$ cat src/rtl/music_pkg.sv
`default_nettype none
// ============================================================================
// Module      : music_pkg
// Description : Shared state encoding, default widths and note dividers for
//               the melody sequencer.
// Revision    : 1.0 - initial release
// ============================================================================
package music_pkg;

  typedef enum logic [1:0] {
    ST_IDLE = 2'd0,
    ST_LOAD = 2'd1,
    ST_PLAY = 2'd2,
    ST_GAP  = 2'd3
  } seq_state_t;

  localparam int CLK_HZ     = 25000000;
  localparam int DEF_ADDR_W = 4;
  localparam int DEF_DIV_W  = 15;
  localparam int DEF_DUR_W  = 4;

  // Half-period divider (clk cycles) for a tone of freq_hz
  function automatic int half_period(input int freq_hz);
    return CLK_HZ / freq_hz / 2;
  endfunction

  localparam int NOTE_A3 = half_period(220);
  localparam int NOTE_A4 = half_period(440);
  localparam int NOTE_A5 = half_period(880);

endpackage
`default_nettype wire

$ cat src/rtl/melody_sequencer_tone.sv
`default_nettype none
// ============================================================================
// Module      : tone_divider
// Description : Loadable half-period down-counter driving a registered square
//               wave; a divider of 0 is a rest and holds the output low.
// Revision    : 1.0 - initial release
// ============================================================================
module tone_divider #(
  parameter int DIV_W = 15
) (
  input  logic             clk,
  input  logic             rst,
  input  logic             i_clr,
  input  logic             i_load,
  input  logic             i_en,
  input  logic [DIV_W-1:0] i_div,
  output logic             o_tone
);

  logic [DIV_W-1:0] r_div;
  logic [DIV_W-1:0] r_cnt;
  logic             r_tone;

  always_ff @(posedge clk) begin
    if (rst) begin
      r_div  <= '0;
      r_cnt  <= '0;
      r_tone <= 1'b0;
    end else if (i_clr) begin
      r_cnt  <= '0;
      r_tone <= 1'b0;
    end else if (i_load) begin
      r_div  <= i_div;
      r_cnt  <= i_div - DIV_W'(1);
      r_tone <= 1'b0;
    end else if (i_en && (r_div != '0)) begin
      if (r_cnt == '0) begin
        r_cnt  <= r_div - DIV_W'(1);
        r_tone <= ~r_tone;
      end else begin
        r_cnt  <= r_cnt - DIV_W'(1);
      end
    end
  end

  assign o_tone = r_tone;

endmodule
`default_nettype wire

$ cat src/rtl/melody_sequencer.sv
`default_nettype none
// ============================================================================
// Module      : melody_sequencer
// Description : Steps through a writable note table, playing each entry as a
//               square wave for its duration followed by a silent gap.
// Revision    : 1.0 - initial release
// ============================================================================
module melody_sequencer
  import music_pkg::*;
#(
  parameter int NOTE_COUNT = 16,
  parameter int ADDR_W     = DEF_ADDR_W,
  parameter int DIV_W      = DEF_DIV_W,
  parameter int DUR_W      = DEF_DUR_W,
  parameter int TICK_DIV   = 1562500,
  parameter int GAP_CLKS   = 250000
) (
  input  logic              clk,
  input  logic              rst,
  input  logic              play_pulse,
  input  logic              stop_pulse,
  input  logic              loop_en,
  input  logic              wr_en,
  input  logic [ADDR_W-1:0] wr_addr,
  input  logic [DIV_W-1:0]  wr_div,
  input  logic [DUR_W-1:0]  wr_dur,
  output logic              speaker,
  output logic              busy,
  output logic [ADDR_W-1:0] note_idx,
  output logic              done_pulse
);

  localparam int c_TW = $clog2(TICK_DIV + 1);
  localparam int c_GW = $clog2(GAP_CLKS + 1);
  localparam logic [c_TW-1:0]   c_TICK_LAST = c_TW'(TICK_DIV - 1);
  localparam logic [c_GW-1:0]   c_GAP_LAST  = c_GW'(GAP_CLKS - 1);
  localparam logic [ADDR_W-1:0] c_LAST_IDX  = ADDR_W'(NOTE_COUNT - 1);

  logic [DIV_W-1:0] r_div_tab [NOTE_COUNT];
  logic [DUR_W-1:0] r_dur_tab [NOTE_COUNT];

  seq_state_t        r_state;
  seq_state_t        w_next_state;
  logic [ADDR_W-1:0] r_note_idx;
  logic [ADDR_W-1:0] w_next_idx;
  logic [c_TW-1:0]   r_tick;
  logic [DUR_W-1:0]  r_rem;
  logic [c_GW-1:0]   r_gap;
  logic              w_done;
  logic [DIV_W-1:0]  w_cur_div;
  logic [DUR_W-1:0]  w_cur_dur;

  // Table storage deliberately has no reset so a song survives rst
  always_ff @(posedge clk) begin
    if (wr_en) begin
      r_div_tab[wr_addr] <= wr_div;
      r_dur_tab[wr_addr] <= wr_dur;
    end
  end

  assign w_cur_div = r_div_tab[r_note_idx];
  assign w_cur_dur = r_dur_tab[r_note_idx];

  always_comb begin
    w_next_state = r_state;
    w_next_idx   = r_note_idx;
    w_done       = 1'b0;
    case (r_state)
      ST_LOAD: begin
        if (w_cur_dur == '0) begin
          if (loop_en && (r_note_idx != '0)) begin
            w_next_idx = '0;
          end else begin
            w_next_state = ST_IDLE;
            w_done       = 1'b1;
          end
        end else begin
          w_next_state = ST_PLAY;
        end
      end
      ST_PLAY: begin
        if ((r_tick == '0) && (r_rem == DUR_W'(1))) w_next_state = ST_GAP;
      end
      ST_GAP: begin
        if (r_gap == '0) begin
          if (r_note_idx != c_LAST_IDX) begin
            w_next_idx   = r_note_idx + ADDR_W'(1);
            w_next_state = ST_LOAD;
          end else if (loop_en) begin
            w_next_idx   = '0;
            w_next_state = ST_LOAD;
          end else begin
            w_next_state = ST_IDLE;
            w_done       = 1'b1;
          end
        end
      end
      default: w_next_state = r_state;
    endcase
    // Restart beats a natural end; stop beats everything but rst
    if (play_pulse) begin
      w_next_state = ST_LOAD;
      w_next_idx   = '0;
      w_done       = 1'b0;
    end
    if (stop_pulse) begin
      w_next_state = ST_IDLE;
      w_next_idx   = '0;
      w_done       = 1'b0;
    end
  end

  always_ff @(posedge clk) begin
    if (rst) begin
      r_state    <= ST_IDLE;
      r_note_idx <= '0;
      r_tick     <= '0;
      r_rem      <= '0;
      r_gap      <= '0;
    end else begin
      r_state    <= w_next_state;
      r_note_idx <= w_next_idx;
      r_gap      <= (r_state == ST_GAP) ? (r_gap - c_GW'(1)) : c_GAP_LAST;
      if (r_state == ST_LOAD) begin
        r_tick <= c_TICK_LAST;
        r_rem  <= w_cur_dur;
      end else if (r_state == ST_PLAY) begin
        if (r_tick == '0) begin
          r_tick <= c_TICK_LAST;
          r_rem  <= r_rem - DUR_W'(1);
        end else begin
          r_tick <= r_tick - c_TW'(1);
        end
      end
    end
  end

  tone_divider #(
    .DIV_W (DIV_W)
  ) u_tone (
    .clk    (clk),
    .rst    (rst),
    .i_clr  (w_next_state != ST_PLAY),
    .i_load (r_state == ST_LOAD),
    .i_en   (r_state == ST_PLAY),
    .i_div  (w_cur_div),
    .o_tone (speaker)
  );

  assign busy       = (r_state != ST_IDLE);
  assign note_idx   = r_note_idx;
  assign done_pulse = w_done;

endmodule
`default_nettype wire

$ cat config.mk
export PLATFORM = sky130hd
export DESIGN_NAME = melody_sequencer
export DESIGN_NICKNAME = d
export VERILOG_FILES = /design/src/rtl/music_pkg.sv /design/src/rtl/melody_sequencer_tone.sv /design/src/rtl/melody_sequencer.sv
export SDC_FILE = /design/constraint.sdc
export NUM_CORES = 1
export LEC_CHECK = 0
export CAP_MARGIN = 20
export CORE_MARGIN = 5
export CORE_UTILIZATION = 40
export DETAILED_ROUTE_END_ITERATION = 7
export GPL_TIMING_DRIVEN = 0
export PLACE_DENSITY = 0.59
export SLEW_MARGIN = 5
export SYNTH_ARGS = -nofsm -noshare
export SYNTH_HDL_FRONTEND = slang
export SYNTH_HIERARCHICAL = 1
export SYNTH_SLANG_ARGS = --single-unit
export TNS_END_PERCENT = 100
$ cat constraint.sdc
create_clock -name clk -period 12.38 [get_ports clk]
set_clock_uncertainty 0.2 [all_clocks]
set_input_delay 2.476 -clock clk [delete_from_list [all_inputs] [get_ports clk]]
set_output_delay 2.476 -clock clk [all_outputs]
set_load 0.005 [all_outputs]
==> summary.txt <==
Outcome
  – Result of the run: complete, no violations

Min path
  – HP Class: register to register
  – Worst Min Path Start: r_gap[11]$_SDFF_PP0_
  – Worst hold endpoint: r_gap[11]$_SDFF_PP0_
  – Worst hold path stage count: 2

Global routing
  – Antenna violations before repair: 0
  – Largest net degree at the start of global routing: 20
  – First-pass GRT wire length: between 50 and 60 mm
  – Gr usage total: 0.165
  – Met2 global-route usage: 0.264
  – Met3 layer usage reported by global route: 0.0319
  – Met1 track utilization from global routing: 0.233
  – Total overflow reported by the global router: 0
  – Layer with the highest usage after global routing: met2
  – Vias in the first global route: 9,375

Timing
  – Setup_tns: 0 ns
  – Setup repair after global routing missed its margin: false
  – Final number of setup-violating endpoints: 0
  – Minimum clock period: ~6.9 ns
  – Transition time of the tightest slew-check pin: 0.979 ns
  – Final Hold Fails: 0
  – Maximum operating frequency: 0.146 GHz
  – Pins Over Slew Limit: 0
  – Portion of the clock cycle consumed by the worst path in the final layout: 0.553
  – Tightest slew margin relative to the limit: 0.347

Floorplan
  – Count of standard-cell rows: 73
  – Die Span Y: 211 um
  – Top-Level Pins: 36
  – Effective utilization at floorplan: 0.406
  – Standard cell core area: 0.0399 sq mm
  – Die area: approximately 0.045 sq mm
  – Die width: 211 um

Clock tree
  – Clock tree from TritonCTS: built
  – Cts hold-fix bufs: 0
  – Number of sinks driven by the clock tree: 388
  – Total of cells resized after clock tree synthesis: 0
  – Clock transition at path regs: about 0.060 ns
  – Number of buffers added for setup after CTS: 0
  – CTS Buffer Depth: 3
  – Root Buffer Master: clkbuf_16
  – Deepest level of the CTS H-tree: 2
  – Clock insertion delay at the later pin of the skew report: 0.56 ns
  – Total clock buffers created by CTS: 41

Synth
  – Xor and xnor area share after synthesis: 0.0130
  – Share of synthesized cell area in full adder, half adder and majority cells: 0.0100
  – Synthesized cell area: 0.0162 sq mm
  – Portion of netlist area occupied by mux cells: 0.133
  – Fraction of synthesis flops using an asynchronous set or reset pin: 0
  – EDFF count, synth: about 300
  – Post-synthesis sequential element count: 388
  – Avg Synthesized Cell Area: 15.4 sq um
  – Proportion of synthesized chip area in sequential cells: 0.668
  – Synth warn: 6
  – Simple-gate portion of the synthesized area: 0.0929
  – Gate count of the mapped netlist: 1,053
  – Mapped Nets: 1,095
  – Unique cell type count in the Yosys netlist: between 70 and 80
  – Share of the synthesized area in compound gates (AO/OA/AOI/OAI): 0.0627
  – Main combinational cell family by area after synthesis: multiplexers
  – Main flop type after synthesis: edfxtp_1

Layout
  – Most common cell after layout, fill and taps aside: edfxtp_1
  – Area added between synthesis and finish: 16.7%
  – Most frequent cells in the layout: edfxtp_1 (304), mux4_2 (89), dfxtp_1 (84)
  – Share of final-layout standard cells stronger than drive strength 1: 0.189
  – Final core area utilization: 0.473
  – Nets: between 1k and 1.5k
  – Diode count: 0

Route
  – 1st-iter DRT viols: about 640
  – Total Routed Length: between 30 and 40 mm
  – Number of design rule violations left after detail routing: 0
  – Routed wire per std cell: 21.4 um
  – Vias: 9,467
  – Mean number of vias per cell: 5.54
  – Detailed Routing Iterations Pass 1: 5
  – Post-route ant nets: 0

Worst setup path
  – Peak fanout along the critical path: 5
  – Terminus of the critical flop-to-flop path: u_tone/r_cnt[10]$_SDFFE_PP0P_
  – Critical Path AT: between 4 and 5 ns
  – Critical path start-end classification: primary input to output port
  – Data required, critical path: about 9.7 ns
  – Worst reg2reg path depth: 15
  – Type of origin of the critical path: primary input
  – Minimum setup slack among reg-to-reg paths: just under 7 ns
  – Endpoint kind of the worst setup timing path: output port

Placed design
  – Gp weighted congestion: 0.873
  – I/O Buffers: 35
  – Post-DP HPWL: 23.9 mm

Power and ir drop
  – Peak VDD IR: about 0.00012 V
  – Power density normalized to cell area: 147 mW/mm^2
  – Static Leak: approximately 6 nW

Flow run
  – Max-cap check violation count: 0
[cells in the mapped netlist, drive strengths merged (4+ instances only)]
cell type | number | area [sq um]
o41ai | 5 | 43.8
nor4 | 18 | 134
a21oi | 55 | 279
o22ai | 4 | 25.0
inv | 19 | 71.3
nand4 | 9 | 62.6
o21ai | 42 | 210
xnor2 | 17 | 149
a22oi | 5 | 37.5
nor4b | 6 | 58.8
ha | 13 | 163
or4 | 5 | 48.8
nand3 | 21 | 105
mux4 | 89 | 2000
nor3 | 28 | 140
or3 | 14 | 87.6
edfxtp | 304 | 9130
nand2 | 79 | 299
nor2b | 6 | 37.5
o31ai | 5 | 37.5
a211oi | 8 | 65.1
a21boi | 4 | 30.0
dfxtp | 84 | 1680
clkbuf | 32 | 130
nand2b | 11 | 68.8
a22o | 4 | 35.0
buf | 14 | 91.3
nor2 | 76 | 288
xor2 | 7 | 61.3
a31oi | 11 | 68.8
mux2i | 12 | 120
or2 | 6 | 37.5
[stage by stage]
step	std cells	worst slack, ns	area (sq um)	power, mW	hold WS [ns]
6_report	1708	5.53	18900	2.78	0.269
5_1_grt	1708	5.42	18900	2.88	0.281
4_1_cts	1704	5.49	18800	2.81	0.267
3_5_place_dp	1628	5.49	17500	1.59	0.257
3_3_place_gp	1613	5.17	17200	1.58	0.251
2_1_floorplan	1053	6.61	16200	1.54	0.236
[cells by family after synthesis]
family / count (synthesis)
adder cells (fa/ha/maj): 13
flip-flops: 388
AND/OR/NAND/NOR: 295
multiplexers: 103
buffers and inverters: 68
XOR/XNOR: 24
AO/OA/AOI/OAI: 162
[where the power goes]
part | switching [mW] | leakage [nW] | internal, mW | total (mW)
clock | 0.502 | 0.661 | 0.716 | 1.22
sequential | 0.00861 | 3.43 | 1.43 | 1.44
combinational | 0.0771 | 1.84 | 0.0463 | 0.123
[layout make-up]
| type | instances | area [sq um] |
|---|---|---|
| Buffer | 48 | 263 |
| Timing Repair Buffer | 54 | 613 |
| Fill cell | 3366 | 21000 |
| Inverter | 20 | 75.1 |
| Clock inverter | 18 | 188 |
| Multi-Input combinational cell | 597 | 5130 |
| Sequential cell | 388 | 10800 |
| Tap cell | 525 | 657 |
| Clock buffer | 58 | 1150 |
[how the worst max path moves through the flow]
stage                  from                        end  slack (ns)  cells after the start
CTS                 loop_en                 done_pulse        5.49                      6
finish              loop_en                 done_pulse        5.53                      6
global placement      wr_en  r_div_tab[0][5]$_DFFE_PP_        5.17                      3
floorplan           loop_en                 done_pulse        6.61                      4
detailed placement  loop_en                 done_pulse        5.49                      6
global route        loop_en                 done_pulse        5.42                      6
[per-layer routing]
layer  part of all wire  wire (um)
met4              0.019        697
met5                  0          0
met3              0.055       1990
met2               0.48      17500
met1               0.45      16300
[sequential cells by signal, indices dropped and copies added (netlist names), named ones only]
name and count:
r_state 2, r_tick 21, u_tone/r_cnt 15, note_idx 4
r_rem 4, r_gap 18, u_tone/r_div 15, u_tone/o_tone 1
r_div_tab 240, r_dur_tab 64
[worst max-delay path: stages]
cell,delay [ns]
clkdlybuf4s50_1,0.43
inv_1,0.16
o21ai_0,0.10
or3_1,0.33
a21oi_1,0.16
clkdlybuf4s50_1,0.52
No activity file was read; power rests on OpenSTA's default activity.
